`config.mk`:
```
export PLATFORM = sky130hd
export DESIGN_NAME = fb_arbiter_flat
export DESIGN_NICKNAME = d
export VERILOG_FILES = /design/src/rtl/fb_arbiter_if.sv /design/src/rtl/fb_arbiter.sv /design/src/flat_wrapper.sv
export SDC_FILE = /design/constraint.sdc
export NUM_CORES = 1
export LEC_CHECK = 0
export CORE_AREA = 2 2 84 106
export DETAILED_ROUTE_END_ITERATION = 7
export DIE_AREA = 0 0 86 108
export PLACE_DENSITY = 0.49
export SYNTH_ARGS = -nofsm -noshare
export SYNTH_HDL_FRONTEND = slang
export SYNTH_SLANG_ARGS = --single-unit
export TNS_END_PERCENT = 30
```
`constraint.sdc`:
```
create_clock -name clk -period 2.4 [get_ports clk]
set_clock_uncertainty 0.15 [all_clocks]
set_input_delay 0.48 -clock clk [delete_from_list [all_inputs] [get_ports clk]]
set_output_delay 0.48 -clock clk [all_outputs]
set_load 0.02 [all_outputs]
```
`src/rtl/fb_arbiter_if.sv`:
```
// Framebuffer arbiter bus bundle: VGA fetch, CPU window, clear control and RAM port.
interface fb_arbiter_if #(
  parameter int ADDR_W = 10,
  parameter int DATA_W = 4
);
  logic              vga_req;
  logic [ADDR_W-1:0] vga_addr;
  logic [DATA_W-1:0] vga_rdata;
  logic              vga_rvalid;
  logic              cpu_valid;
  logic              cpu_we;
  logic [ADDR_W-1:0] cpu_addr;
  logic [DATA_W-1:0] cpu_wdata;
  logic              cpu_ready;
  logic [DATA_W-1:0] cpu_rdata;
  logic              cpu_rvalid;
  logic              clr_start;
  logic              clr_busy;
  logic              mem_en;
  logic              mem_we;
  logic [ADDR_W-1:0] mem_addr;
  logic [DATA_W-1:0] mem_wdata;
  logic [DATA_W-1:0] mem_rdata;

  modport slave (
    input  vga_req, vga_addr,
    input  cpu_valid, cpu_we, cpu_addr, cpu_wdata,
    input  clr_start, mem_rdata,
    output vga_rdata, vga_rvalid,
    output cpu_ready, cpu_rdata, cpu_rvalid,
    output clr_busy,
    output mem_en, mem_we, mem_addr, mem_wdata
  );

  modport master (
    output vga_req, vga_addr,
    output cpu_valid, cpu_we, cpu_addr, cpu_wdata,
    output clr_start, mem_rdata,
    input  vga_rdata, vga_rvalid,
    input  cpu_ready, cpu_rdata, cpu_rvalid,
    input  clr_busy,
    input  mem_en, mem_we, mem_addr, mem_wdata
  );
endinterface

```
`src/rtl/fb_arbiter.sv`:
```
// Single-port framebuffer arbiter: VGA > clear > write-buffer drain > CPU read.
// VGA reads keep a fixed 1-cycle latency; CPU stores drain into free cycles.
module fb_arbiter #(
  parameter int ADDR_W     = 10,
  parameter int DATA_W     = 4,
  parameter int WBUF_DEPTH = 2
) (
  input logic         clk,
  input logic         reset,
  fb_arbiter_if.slave bus
);
  localparam int PW = $clog2(WBUF_DEPTH);

  typedef enum logic [1:0] {
    IDLE,
    WAIT_DRAIN,
    CLEAR
  } clr_st_t;

  clr_st_t st, st_nx;

  logic [ADDR_W:0]   clr_cnt;
  logic [ADDR_W:0]   cnt_inc;
  logic [ADDR_W-1:0] wb_addr [WBUF_DEPTH];
  logic [DATA_W-1:0] wb_data [WBUF_DEPTH];
  logic [PW-1:0]     rd_ptr;
  logic [PW-1:0]     wr_ptr;
  logic [PW:0]       count;

  logic full, empty, busy;
  logic vga_win, clr_step, drain;
  logic ready, push, rd_acc;
  logic vga_rv_q, cpu_rv_q;

  assign full     = count == (PW+1)'(WBUF_DEPTH);
  assign empty    = count == '0;
  assign busy     = st != IDLE;
  assign vga_win  = reset & bus.vga_req;
  assign clr_step = (st == CLEAR) & !bus.vga_req;
  assign drain    = !empty & !bus.vga_req & !clr_step;
  assign cnt_inc  = clr_cnt + 1'b1;

  // reads wait for an empty buffer so they never overtake a store
  assign ready = reset & !busy &
                 (bus.cpu_we ? !full : (empty & !bus.vga_req));
  assign push   = bus.cpu_valid & bus.cpu_we & ready;
  assign rd_acc = bus.cpu_valid & !bus.cpu_we & ready;

  always_comb begin
    bus.mem_en    = 1'b0;
    bus.mem_we    = 1'b0;
    bus.mem_addr  = '0;
    bus.mem_wdata = '0;
    unique case (1'b1)
      vga_win: begin
        bus.mem_en   = 1'b1;
        bus.mem_addr = bus.vga_addr;
      end
      clr_step: begin
        bus.mem_en   = 1'b1;
        bus.mem_we   = 1'b1;
        bus.mem_addr = clr_cnt[ADDR_W-1:0];
      end
      drain: begin
        bus.mem_en    = 1'b1;
        bus.mem_we    = 1'b1;
        bus.mem_addr  = wb_addr[rd_ptr];
        bus.mem_wdata = wb_data[rd_ptr];
      end
      rd_acc: begin
        bus.mem_en   = 1'b1;
        bus.mem_addr = bus.cpu_addr;
      end
      default: ;
    endcase
  end

  always_comb begin
    st_nx = st;
    unique case (st)
      IDLE:       if (bus.clr_start) st_nx = WAIT_DRAIN;
      WAIT_DRAIN: if (empty) st_nx = CLEAR;
      CLEAR:      if (clr_step & cnt_inc[ADDR_W]) st_nx = IDLE;
      default:    st_nx = IDLE;
    endcase
  end

  always_ff @(posedge clk or negedge reset) begin
    if (!reset) begin
      st <= IDLE;
    end else begin
      st <= st_nx;
    end
  end

  // extra counter bit flags the wrap past the last address
  always_ff @(posedge clk or negedge reset) begin
    if (!reset) begin
      clr_cnt <= '0;
    end else if (clr_step) begin
      clr_cnt <= cnt_inc[ADDR_W] ? '0 : cnt_inc;
    end
  end

  always_ff @(posedge clk or negedge reset) begin
    if (!reset) begin
      rd_ptr <= '0;
      wr_ptr <= '0;
      count  <= '0;
      for (int i = 0; i < WBUF_DEPTH; i++) begin
        wb_addr[i] <= '0;
        wb_data[i] <= '0;
      end
    end else begin
      if (push) begin
        wb_addr[wr_ptr] <= bus.cpu_addr;
        wb_data[wr_ptr] <= bus.cpu_wdata;
        wr_ptr          <= wr_ptr + 1'b1;
      end
      if (drain) rd_ptr <= rd_ptr + 1'b1;
      unique case ({push, drain})
        2'b10:   count <= count + 1'b1;
        2'b01:   count <= count - 1'b1;
        default: count <= count;
      endcase
    end
  end

  always_ff @(posedge clk or negedge reset) begin
    if (!reset) begin
      vga_rv_q <= 1'b0;
      cpu_rv_q <= 1'b0;
    end else begin
      vga_rv_q <= vga_win;
      cpu_rv_q <= rd_acc;
    end
  end

  assign bus.vga_rvalid = vga_rv_q;
  assign bus.vga_rdata  = vga_rv_q ? bus.mem_rdata : '0;
  assign bus.cpu_rvalid = cpu_rv_q;
  assign bus.cpu_rdata  = cpu_rv_q ? bus.mem_rdata : '0;
  assign bus.cpu_ready  = ready;
  assign bus.clr_busy   = busy;
endmodule

```
`src/flat_wrapper.sv`:
```
// flat-port wrapper written by rule: the top's interface ports become plain ports
module fb_arbiter_flat 
#(
  parameter int ADDR_W     = 10,
  parameter int DATA_W     = 4,
  parameter int WBUF_DEPTH = 2
)
  (clk, reset, bus_vga_req, bus_vga_addr, bus_cpu_valid, bus_cpu_we, bus_cpu_addr, bus_cpu_wdata, bus_clr_start, bus_mem_rdata, bus_vga_rdata, bus_vga_rvalid, bus_cpu_ready, bus_cpu_rdata, bus_cpu_rvalid, bus_clr_busy, bus_mem_en, bus_mem_we, bus_mem_addr, bus_mem_wdata);
  fb_arbiter_if #(.ADDR_W(ADDR_W), .DATA_W(DATA_W)) bus_i ();
  input logic clk;
  input logic reset;
  input wire logic [$bits(bus_i.vga_req)-1:0] bus_vga_req;
  input wire logic [$bits(bus_i.vga_addr)-1:0] bus_vga_addr;
  input wire logic [$bits(bus_i.cpu_valid)-1:0] bus_cpu_valid;
  input wire logic [$bits(bus_i.cpu_we)-1:0] bus_cpu_we;
  input wire logic [$bits(bus_i.cpu_addr)-1:0] bus_cpu_addr;
  input wire logic [$bits(bus_i.cpu_wdata)-1:0] bus_cpu_wdata;
  input wire logic [$bits(bus_i.clr_start)-1:0] bus_clr_start;
  input wire logic [$bits(bus_i.mem_rdata)-1:0] bus_mem_rdata;
  output wire logic [$bits(bus_i.vga_rdata)-1:0] bus_vga_rdata;
  output wire logic [$bits(bus_i.vga_rvalid)-1:0] bus_vga_rvalid;
  output wire logic [$bits(bus_i.cpu_ready)-1:0] bus_cpu_ready;
  output wire logic [$bits(bus_i.cpu_rdata)-1:0] bus_cpu_rdata;
  output wire logic [$bits(bus_i.cpu_rvalid)-1:0] bus_cpu_rvalid;
  output wire logic [$bits(bus_i.clr_busy)-1:0] bus_clr_busy;
  output wire logic [$bits(bus_i.mem_en)-1:0] bus_mem_en;
  output wire logic [$bits(bus_i.mem_we)-1:0] bus_mem_we;
  output wire logic [$bits(bus_i.mem_addr)-1:0] bus_mem_addr;
  output wire logic [$bits(bus_i.mem_wdata)-1:0] bus_mem_wdata;
  assign bus_i.vga_req = bus_vga_req;
  assign bus_i.vga_addr = bus_vga_addr;
  assign bus_i.cpu_valid = bus_cpu_valid;
  assign bus_i.cpu_we = bus_cpu_we;
  assign bus_i.cpu_addr = bus_cpu_addr;
  assign bus_i.cpu_wdata = bus_cpu_wdata;
  assign bus_i.clr_start = bus_clr_start;
  assign bus_i.mem_rdata = bus_mem_rdata;
  assign bus_vga_rdata = bus_i.vga_rdata;
  assign bus_vga_rvalid = bus_i.vga_rvalid;
  assign bus_cpu_ready = bus_i.cpu_ready;
  assign bus_cpu_rdata = bus_i.cpu_rdata;
  assign bus_cpu_rvalid = bus_i.cpu_rvalid;
  assign bus_clr_busy = bus_i.clr_busy;
  assign bus_mem_en = bus_i.mem_en;
  assign bus_mem_we = bus_i.mem_we;
  assign bus_mem_addr = bus_i.mem_addr;
  assign bus_mem_wdata = bus_i.mem_wdata;
  fb_arbiter #(.ADDR_W(ADDR_W), .DATA_W(DATA_W), .WBUF_DEPTH(WBUF_DEPTH)) u_core (.clk(clk), .reset(reset), .bus(bus_i));
endmodule
```
==> flow_summary_export.csv <==
group,metric,value,unit
cts,cts_tree,"done",
synthesis,syn_area,2417,um2
worst_setup_path,cp-start-kind,"flop",
grt,grt_pass1_wl,10940,um
synthesis,synth_commonest_cells,"dfrtp_1 (46), mux2_2 (28), mux2i_1 (14)",
grt,grt_pass1_vias,2135,
routing,via_per_inst,4.898,
sta,worst_pin_slew,536.1,ps
floorplanning,dieArea,9288,um2
floorplanning,initial_core_util,29.50,%
synthesis,synth_nets,256,
worst_setup_path,critPathArrivalTime,1770,ps
finish,area_growth,56.63,%
floorplanning,die_w,86,um
floorplanning,io_pins,62,
sta,slew_violations,0,
grt,grt-ovfl-total,0,
cts,clockBufferDepth,2,
cts,htreeDepth,2,
sta,maxSlewHeadroom,64.26,%
synthesis,avgSynthCellArea,10.99,um2
synthesis,synth_top_area_share,47.62,%
routing,finalWirelength,6686,um
synthesis,synth_cells,220,
sta,hold_viol,0,
power,p_leak,1.728,nW
floorplanning,core-area,8194,um2
floorplanning,rows,37,
run_status,status,"finished with violations",
grt,track_usage,15.34,%
synthesis,synth-edff-count,0,
synthesis,synth_area_leaders,"dfrtp_1 (48%), mux2_2 (13%), mux2i_1 (5.8%)",
cts,clock_sinks,46,
power,vdd_drop_max,0.3589,mV
sta,setup_ws,-1.000,ps
cts,clk_latency,300,ps
synthesis,yosys.cell_count.top_type,"dfrtp_1",
routing,drc,0,
synthesis,async_flop_share,100.0,%
finish,final_nets,371,
synthesis,synth-seq-cells,46,
routing,drt_iter0_markers,80,
sta,rsz0062_at_grt,"true",
synthesis,synth_ff_type,"dfrtp_1",
sta,period_needed,2401,ps
sta,fmax,0.4165,GHz
synthesis,seq_area_frac_synth,47.62,%
routing,ant_nets,0,
grt,grt_max_degree,43,
sta,period_share,100.0,%
worst_setup_path,crit_type,"reg2out",
cts,clk_pin_slew_worst_paths,80,ps
placement,gp_congestion,0.8358,
synthesis,synth_area_leader_cell,"dfrtp_1",
synthesis,synth_cell_type_count,39,
power,power.density,925.0,nW/um2
worst_setup_path,cp.required,1770,ps
placement,hpwl,4993,um
worst_setup_path,cp_max_fo,14,
run_status,violations,"setup timing",
placement,port_buffers,61,
flow_run,maxCapViolCount,0,
sta,setup-violations-final,1,
cts,cts_inserted_buffers,5,
synthesis,yosysWarnings,0,
worst_setup_path,endpoint_kind,"output port",
finish,num-fill-cells,809,
routing,routedWlPerCell,15.44,um
floorplanning,die_h,108,um
finish,drive_gt1_share,40.30,%
cts,cts_root_buffer,"clkbuf_8",
routing,num_vias,2121,
routing,drt_first_pass_iters,4,
grt,antenna_found_initial,1,
sta,fin_hold_ws,262.6,ps
sta,finalSetupTns,-1.000,ps
min_path,min_path_type,"in2async",
## through the flow
step,power (W),utilization (%),area (um2),std cells,worst slack [ps]
after detailed placement,0.002836,42.59,3490,416,-713.6
after floorplan,0.002114,-,2417,220,127.0
final,0.003502,46.21,3786,433,-1.000
after CTS,0.003486,45.76,3750,431,-51.00
after global routing,0.003743,46.18,3784,432,-61.97
after global placement,0.002817,42.59,3490,416,-709.8
## cells in the final DEF (no fill, tap or decap), types with 3 or more instances in the layout
| cell type | Yosys | final |
|---|---|---|
| a21oi_1 | 3 | 3 |
| a22oi_2 | 0 | 9 |
| and2_1 | 10 | 9 |
| buf_2 | 5 | 6 |
| buf_4 | 0 | 57 |
| buf_6 | 0 | 7 |
| clkbuf_8 | 0 | 6 |
| clkdlybuf4s50_1 | 0 | 39 |
| dfrtp_1 | 46 | 46 |
| dlygate4sd2_1 | 0 | 4 |
| inv_1 | 13 | 13 |
| mux2_2 | 28 | 28 |
| mux2i_1 | 14 | 14 |
| nand2_1 | 10 | 10 |
| nand3_1 | 7 | 7 |
| nand4_1 | 5 | 5 |
| nor2_1 | 12 | 12 |
| nor3_1 | 4 | 3 |
| o21ai_0 | 3 | 3 |
| o221ai_2 | 0 | 9 |
| xnor2_1 | 6 | 6 |
| xor2_1 | 4 | 4 |
## kinds of logic (layout without fill, tap and decap cells)
kind of cell | after synthesis | count (layout) | synth area share (%)
AND/OR/NAND/NOR | 63 | 63 | 14.55
flip-flops | 46 | 46 | 47.62
multiplexers | 42 | 42 | 18.84
AO/OA/AOI/OAI | 33 | 33 | 10.35
buffers and inverters | 24 | 139 | 3.985
XOR/XNOR | 10 | 10 | 3.623
adder cells (fa/ha/maj) | 2 | 2 | 1.035
other | 0 | 1 | 0
## registers in the layout, indices dropped and copies added, names as in the netlist
signal                 cells
u_core.rd_ptr              1
u_core.bus.vga_rvalid      1
u_core.bus.cpu_rvalid      1
u_core.wb_data             8
u_core.clr_cnt            10
u_core.wr_ptr              1
u_core.count               2
u_core.st                  2
u_core.wb_addr            20
## worst paths after layout
check / startpoint / end / slack (ps) / depth (start not counted)
worst max-delay path: u_core.st[1] / bus_mem_addr[0] / -1 / 5
worst min-delay path: reset / u_core.wb_addr[2] / 260 / 3
worst max register to register: u_core.st[0] / u_core.count[1] / 460 / 7
worst min register to register: u_core.wr_ptr / u_core.wr_ptr / 360 / 1
max in group asynchronous: reset / u_core.count[0] / 1460 / 3
min in group clk: u_core.wr_ptr / u_core.wr_ptr / 360 / 1
## repair_timing
action                                  4_1_cts  5_1_grt
gates cloned                                  1        0
hold buffers                                  2        0
resized for setup                           106       19
endpoints found under the hold margin         7        0
setup buffers                                 5        2
pin swaps                                     5        4
endpoints found under the setup margin       17       16
## routing by layer
layer | up-vias | wire, um | global-route usage (%)
li1 | 1033 | - | -
met1 | 1027 | 2855 | 19.24
met3 | 7 | 281 | 2.595
met4 | 0 | 97 | 4.762
met2 | 54 | 3452 | 26.74
met5 | - | 0 | 0
## power by group
group	leakage, nW	switching (W)	internal [W]	total (W)
clock network	0.0573	0.000256	0.000333	0.000590
registers	0.577	0.000182	0.00106	0.00124
logic	1.09	0.000767	0.000902	0.00167
## critical path, stage by stage (launching register included)
cell	delay (ps)
dfrtp_1	420
nand2b_1	110
or3b_4	410
buf_12	170
o221ai_2	190
buf_4	180
## layout make-up
class	instances	area, um2	area share (%)
Sequential cell	46	1151	30.40
Multi-Input combinational cell	150	1313	34.67
Inverter	13	48.80	1.289
Clock buffer	6	82.58	2.181
Tap cell	97	121.4	3.206
Antenna cell	1	2.502	0.06609
Timing Repair Buffer	119	1037	27.40
Clock inverter	1	30.03	0.7931
Power figures use the tool's default switching activity.
